<file path="src/rtl/cella_array_ctrl.sv">
// rtl/cella_array_ctrl.sv - two-requester round-robin command controller for the CELLA array
module cella_array_ctrl #(
  parameter int ARR_LAT = 2,
  parameter int CNT_W   = 16
) (
  input  logic             clk,
  input  logic             rst_n,
  input  logic             req0_valid,
  output logic             req0_ready,
  input  logic [1:0]       req0_op,
  input  logic [8:0]       req0_addr,
  input  logic [15:0]      req0_data_bank,
  input  logic [15:0]      req0_data_in,
  input  logic             req1_valid,
  output logic             req1_ready,
  input  logic [1:0]       req1_op,
  input  logic [8:0]       req1_addr,
  input  logic [15:0]      req1_data_bank,
  input  logic [15:0]      req1_data_in,
  output logic             resp_valid,
  input  logic             resp_ready,
  output logic             resp_id,
  output logic             resp_err,
  output logic [15:0]      resp_data,
  output logic [1:0]       arr_op_code,
  output logic [8:0]       arr_addr,
  output logic [15:0]      arr_data_bank,
  output logic [15:0]      arr_data_in,
  input  logic [15:0]      arr_data_out,
  output logic             busy,
  output logic [CNT_W-1:0] cmd_count
);

  localparam int LW = (ARR_LAT < 2) ? 1 : $clog2(ARR_LAT + 1);

  typedef enum logic [1:0] {IDLE, ISSUE, RESP} state_t;

  state_t          state;
  logic            rr_ptr;
  logic            cmd_id;
  logic [LW-1:0]   lat_cnt;

  logic            any_valid;
  logic            grant;
  logic [1:0]      g_op;
  logic [8:0]      g_addr;
  logic [15:0]     g_data_bank;
  logic [15:0]     g_data_in;
  logic            g_err;

  // Pointer only matters on a tie; a lone requester always wins.
  always_comb begin
    any_valid = req0_valid | req1_valid;
    grant     = (req0_valid && req1_valid) ? rr_ptr : req1_valid;
    g_op        = grant ? req1_op        : req0_op;
    g_addr      = grant ? req1_addr      : req0_addr;
    g_data_bank = grant ? req1_data_bank : req0_data_bank;
    g_data_in   = grant ? req1_data_in   : req0_data_in;
    g_err       = (g_op == 2'b11) || g_addr[8];
  end

  assign req0_ready = (state == IDLE) && any_valid && !grant;
  assign req1_ready = (state == IDLE) && any_valid && grant;
  assign busy       = (state != IDLE);

  always_ff @(posedge clk) begin
    if (!rst_n) begin
      state         <= IDLE;
      rr_ptr        <= 1'b0;
      cmd_id        <= 1'b0;
      lat_cnt       <= '0;
      cmd_count     <= '0;
      resp_valid    <= 1'b0;
      resp_id       <= 1'b0;
      resp_err      <= 1'b0;
      resp_data     <= 16'h0000;
      arr_op_code   <= 2'b11;
      arr_addr      <= 9'h000;
      arr_data_bank <= 16'h0000;
      arr_data_in   <= 16'h0000;
    end else begin
      case (state)
        IDLE: begin
          if (any_valid) begin
            cmd_id <= grant;
            rr_ptr <= ~grant;
            if (cmd_count != {CNT_W{1'b1}}) cmd_count <= cmd_count + 1'b1;
            if (g_err) begin
              state      <= RESP;
              resp_valid <= 1'b1;
              resp_id    <= grant;
              resp_err   <= 1'b1;
              resp_data  <= 16'h0000;
            end else begin
              state         <= ISSUE;
              lat_cnt       <= LW'(1);
              arr_op_code   <= g_op;
              arr_addr      <= g_addr;
              arr_data_bank <= g_data_bank;
              arr_data_in   <= g_data_in;
            end
          end
        end
        ISSUE: begin
          if (lat_cnt == LW'(ARR_LAT)) begin
            state         <= RESP;
            resp_valid    <= 1'b1;
            resp_id       <= cmd_id;
            resp_err      <= 1'b0;
            // The op still sits on the bus, so it tells us whether this was a write.
            resp_data     <= (arr_op_code == 2'b01) ? 16'h0000 : arr_data_out;
            arr_op_code   <= 2'b11;
            arr_addr      <= 9'h000;
            arr_data_bank <= 16'h0000;
            arr_data_in   <= 16'h0000;
          end else begin
            lat_cnt <= lat_cnt + 1'b1;
          end
        end
        RESP: begin
          if (resp_ready) begin
            state      <= IDLE;
            resp_valid <= 1'b0;
          end
        end
        default: state <= IDLE;
      endcase
    end
  end

endmodule
</file>
<file path="config.mk">
export PLATFORM = sky130hd
export DESIGN_NAME = cella_array_ctrl
export DESIGN_NICKNAME = d
export VERILOG_FILES = /design/src/rtl/cella_array_ctrl.sv
export SDC_FILE = /design/constraint.sdc
export NUM_CORES = 1
export LEC_CHECK = 0
export ABC_AREA = 1
export ABC_CLOCK_PERIOD_IN_PS = 1700
export CAP_MARGIN = 10
export CORE_ASPECT_RATIO = 1.4
export CORE_MARGIN = 2
export CORE_UTILIZATION = 43
export DETAILED_ROUTE_END_ITERATION = 8
export PLACE_DENSITY = 0.81
export RECOVER_POWER = 100
export SLEW_MARGIN = 20
export SYNTH_ARGS = -nofsm -noshare
export SYNTH_HDL_FRONTEND = slang
export SYNTH_SLANG_ARGS = --single-unit
</file>
<file path="constraint.sdc">
create_clock -name clk -period 1.7 [get_ports clk]
set_input_delay 0.34 -clock clk [delete_from_list [all_inputs] [get_ports clk]]
set_output_delay 0.34 -clock clk [all_outputs]
set_load 0.02 [all_outputs]
</file>
* After elaboration in Yosys (flattened, before gate mapping)
Index checks and enable logic that the tools add are counted.
** Word-level totals
- Bits in latches :: 0
- ROM bits :: 0
- Input port bits :: 107
- Memories kept :: 0
- Bits in registers :: 84
- Output and inout bits :: 81
- Bits in writable memories :: 0
- Logic and storage cells :: 91
** Operators by class
- Muxes and demuxes :: 45
- Shift operators :: 0
- Equality and inequality tests :: 12
- Bitwise logic cells :: 2
- Divide/modulo/power cells :: 0
- Add/subtract/negate cells :: 2
- Multipliers :: 0
- Order comparisons :: 0
- Reduce and logical (&&, ||, !) cells :: 17
** Operators by type and width (number)
- 2-to-1 mux 16 bit :: 11
- case mux 16 bit (2 select lines) :: 3
- 2-to-1 mux 9 bit :: 4
- 2-to-1 mux 2 bit :: 11
- case mux 9 bit (2 select lines) :: 1
- adder 16 x 1 -> 16 bit (second input constant) :: 1
- != test 16 bit (second input constant) :: 1
- != test 2 bit (second input constant) :: 6
- AND reduction 4 bit :: 3
- 2-to-1 mux 1 bit :: 9
- case mux 2 bit (2 select lines) :: 2
- equality test 2 bit (second input constant) :: 3
- case mux 2 bit (3 select lines) :: 1
- AND reduction 3 bit :: 2
- AND reduction 5 bit :: 1
- equality test 2 x 1 -> 1 bit (second input constant) :: 2
- logical AND 1 bit :: 4
- case mux 1 bit (2 select lines) :: 2
- nonzero test 2 bit :: 2
- case mux 1 bit (3 select lines) :: 1
- nonzero test 3 bit :: 1
- adder 2 x 1 -> 2 bit (second input constant) :: 1
- logical NOT 2 bit :: 1
- AND reduction 2 bit :: 1
- other kinds (4) :: 4

* Longest topological paths before layout
- Word-level depth :: 8
- Mapped depth :: 14
- Mapped depth without buffers :: 11

* Worst setup path after synthesis
Ideal clock, no wire load.
- Path kind :: reg2reg
- Start :: reg cmd_count[0]
- End :: reg cmd_count[14]
- Slack :: -31 ps
- Setup time :: 70 ps
- Data arrival time :: 1660 ps
- Path buffers :: 1
- Period minus slack after synthesis :: 1731 ps
- Data required time :: 1630 ps
- Cell stages (with the launch flop) :: 9
- Cell sequence :: dfxtp_1 > ha_1 > nand3_1 > nor3_1 > nand3_1 > nand2_1 > buf_2 > nand2_1 > a21oi_1
** On the way
- Longest elaborated chain between the ends :: 2
- Elaborated cells on any way between the ends :: 3
- Those cells by class :: 1 x add/sub; 1 x eq/ne; 1 x reduce/logical
** Ends and longest elaborated chain
- from (decl) :: line 31 : output logic [CNT_W-1:0] cmd_count
- from (signal assigned) :: line 87 : if (cmd_count != {CNT_W{1'b1}}) cmd_count <= cmd_count + 1'b1;
- parallel branches: the longest is 2 deep, another holds adder 16 x 1 -> 16 bit
Several ways; the timed one is not identified.
A chain may end at the register's enable or synchronous reset.

* Worst setup path after layout
- Start :: reg cmd_count[1]
- End :: reg cmd_count[13]
Same word-level chain as after synthesis.

==> run_results.csv <==
group,metric,value,unit
global_route,gr-usage-met1,28.8,%
place,io_buffer_count,187,
setup_path,worst_ep_arrival_time,1.91,ns
clocking,cts_tree,"done",
timing,setup_viol,0,
layout,area_growth,63.3,%
layout,fin_area,7220,um2
floorplanning,num_rows,43,
setup_path,required,1.93,ns
layout,num_antenna_cells,0,
detailed_routing,route.detailed.drc,0,
timing,worst_pin_slew,0.496,ns
power,power.density,1290,nW/um2
synth,yosysTopAreaCellShare,38.1,%
floorplanning,coreArea,9950,um2
flow_run,drv_cap,0,
synth,yosys-mux-area-fraction,0,%
synth,yosys.area.top_type,"dfxtp_1",
clocking,clk_latency,0.33,ns
detailed_routing,vias_per_cell,4.96,
setup_path,r2r_cells,10,
global_route,grt_pass1_wl,22400,um
setup_path,cp_max_fo,5,
layout,nets,1029,
worst_hold_path,hold_class,"flop to flop",
clocking,hold_buffers,0,
detailed_routing,dr.pass1.iters,4,
layout,layout.cells.non_filler,1060,
outcome,outcome,"complete, no violations",
clocking,cts.clk_slew.worst_paths,0.06,ns
synth,synthArstFlopShare,0,%
clocking,numCtsBuffers,9,
setup_path,worstSetupStartpointType,"flop",
setup_path,regToRegStartpoint,"cmd_count[1]$_SDFFE_PN0P_",
power,seqPwrFrac,28.9,%
floorplanning,start_util,44.4,%
timing,finalHoldViolCount,0,
synth,synth-simple-area-share,41.6,%
global_route,met2_usage,45.4,%
global_route,overflow,0,
place,detailed_place_hpwl,10700,um
power,power_switching,3520,uW
global_route,antenna_found_initial,0,
timing,rsz0062_at_grt,"yes",
global_route,grtUsageTotal,25.6,%
synth,synth_compound_area_share,9.31,%
setup_path,endpoint,"cmd_count[13]$_SDFFE_PN0P_",
clocking,clock-root-buffer,"clkbuf_16",
setup_path,end_kind,"flop",
power,combPwrFrac,48.6,%
global_route,grt_pass1_vias,4921,
clocking,htreeDepth,3,
synth,synth_fa_ha_area_share,0.566,%
power,power.share.clock,22.5,%
clocking,clk_path_buf_depth,2,
synth,netlist_instances,712,
detailed_routing,drt_iter0_markers,205,
synth,syn_avg_cell_area,6.21,um2
synth,synth_common_cells,"213 x nor2_1, 148 x nand2_1, 84 x dfxtp_1, 58 x nand3_1, 47 x inv_1",
power,p_leak,0.00324,uW
synth,synth_most_common_cell,"nor2_1",
timing,drv_slew,0,
synth,synth_warnings,0,
detailed_routing,vias,5262,
clocking,clock-sinks,84,
timing,period_needed,1.69,ns
synth,synth-main-ff-cell,"dfxtp_1",
detailed_routing,wl_per_cell,13.9,um
setup_path,ff2ff_setup_slack,0.01,ns
setup_path,crit_path_start,"cmd_count[1]$_SDFFE_PN0P_",
timing,fmax,593,MHz
global_route,use_met3,5.30,%
synth,synth_top_family_by_area,"simple AND/OR/NAND/NOR gates",
synth,syn_nets,821,
place,gp_congestion,0.913,
floorplanning,io_pins,188,
place,place_inst,1032,
timing,finClkSkew,0.00541,ns
synth,synth.top_cells.by_area,"dfxtp_1 38%, nor2_1 18%, nand2_1 13%",
synth,synthXorXnorAreaFrac,1.19,%
floorplanning,die-area,11100,um2
layout,drive_gt1_share,11.9,%
synth,syn_area,4420,um2
synth,ys_seq_elements,84,
detailed_routing,drt_wl_total,14800,um
synth,synth_edf_count,0,
floorplanning,die_w,89.7,um
power,switching_share,37.7,%
worst_hold_path,whs_path_depth,2,
place,placed_area,6600,um2
power,ir_worst_vdd,1.00,mV
floorplanning,fp.dieH,124,um
timing,slew_headroom,66.9,%
synth,ys_seq_area_share,38.1,%
synth,synthDistinctLibCells,31,
layout,nFillCells,802,
setup_path,r2r-end,"cmd_count[13]$_SDFFE_PN0P_",
global_route,grt_max_degree,41,
setup_path,path_class,"flop to flop",
power,internal-power,5810,uW
global_route,grt_busiest_layer,"met2",
detailed_routing,ant_nets,0,
timing,period_share,99.1,%
==> per-layer routing <==
layer,routed length (um),up-vias
met4,454,0
li1,-,2646
met1,5560,2407
met5,0,-
met2,7890,178
met3,836,31
==> registers in the layout, indices dropped and copies added (netlist names), 2 cells and up <==
register,count
cmd_count,16
resp_data,16
arr_data_bank,16
arr_op_code,2
lat_cnt,2
arr_data_in,16
state,2
arr_addr,9
==> power by group through the flow <==
stage | clock (uW) | combinational [uW] | sequential, uW
6_report | 2100 | 4540 | 2700
5_1_grt | 2210 | 4940 | 2750
4_1_cts | 2120 | 4330 | 2690
3_5_place_dp | 0 | 4280 | 2730
3_3_place_gp | 0 | 4170 | 2710
2_1_floorplan | 0 | 1890 | 3220
==> cell families (layout without fill, tap and decap cells) <==
family | after synthesis | in the layout
AOI/OAI and AO/OA | 80 | 80
xor gates and xnor gates | 6 | 6
DFF | 84 | 84
and+or+nand+nor | 448 | 448
buffers and inverters | 92 | 305
adders and majority gates | 2 | 2
==> layout make-up <==
class                   instances  area (um2)  share of cell area (%)
clock buffers                  12         246                    3.41
flip-flops and latches         84        1690                    23.4
multi-input cells             536        2470                    34.3
clock inverters                 4        72.6                    1.01
well taps                     135         169                    2.34
inverters                      51         191                    2.65
repair buffers                238        2380                    32.9
==> stage by stage <==
stage	setup TNS, ns	total power [uW]	utilization [%]	hold WS (ns)	worst slack (ns)
finish	0	9330	72.5	0.451	0.0146
global route	-0.480	9910	72.5	0.480	-0.0418
CTS	0	9140	69.9	0.448	0.00126
detailed placement	-34.80	7010	66.3	0.438	-0.541
global placement	-29.84	6880	66.3	0.445	-0.521
floorplan	0	5110	-	0.445	0.0762
==> what timing repair did <==
item	in CTS	in global routing
gates cloned	1	1
setup endpoints to repair	81	84
pin swaps	2	9
setup buffers	3	9
gates resized for setup	30	46
==> layout by cell type (no fill, tap or decap), types with 2 or more instances in the layout <==
master / instances
nor2_1: 210
clkdlybuf4s50_1: 164
nand2_1: 140
dfxtp_1: 80
nand3_1: 51
inv_1: 46
o21ai_0: 46
buf_4: 38
a21oi_1: 27
nor3_1: 12
dlygate4sd2_1: 12
clkbuf_16: 10
nand2_4: 9
dlymetal6s2s_1: 8
nand2_2: 6
buf_12: 6
inv_2: 5
nand3_2: 5
xor2_1: 4
buf_6: 4
o21ai_1: 3
nor2_2: 3
nand3_4: 3
dfxtp_2: 3
buf_8: 3
nor2_4: 2
nand4_1: 2
xnor2_1: 2
nand3b_1: 2
clkbuf_1: 2
bufinv_16: 2
buf_2: 2
==> how the worst min path moves through the flow <==
stage	start	end	slack (ns)
after floorplan	cmd_id$_SDFFE_PN0P_	cmd_id$_SDFFE_PN0P_	0.45
after global placement	arr_addr[8]$_SDFFE_PN0P_	arr_addr[8]$_SDFFE_PN0P_	0.45
after detailed placement	arr_addr[8]$_SDFFE_PN0P_	arr_addr[8]$_SDFFE_PN0P_	0.44
after global routing	arr_addr[8]$_SDFFE_PN0P_	arr_addr[8]$_SDFFE_PN0P_	0.48
after CTS	arr_addr[8]$_SDFFE_PN0P_	arr_addr[8]$_SDFFE_PN0P_	0.45
final	arr_addr[8]$_SDFFE_PN0P_	arr_addr[8]$_SDFFE_PN0P_	0.45
==> worst max-delay path, cell delays in order (launching register included) <==
cell	delay [ns]
dfxtp_4	0.36
ha_2	0.20
nand3_2	0.13
nor3_4	0.24
nand3_2	0.12
nand2_4	0.13
buf_4	0.12
buf_4	0.09
o21ai_0	0.07
nand2_1	0.06
nor2_1	0.04
Power figures use the tool's default switching activity.
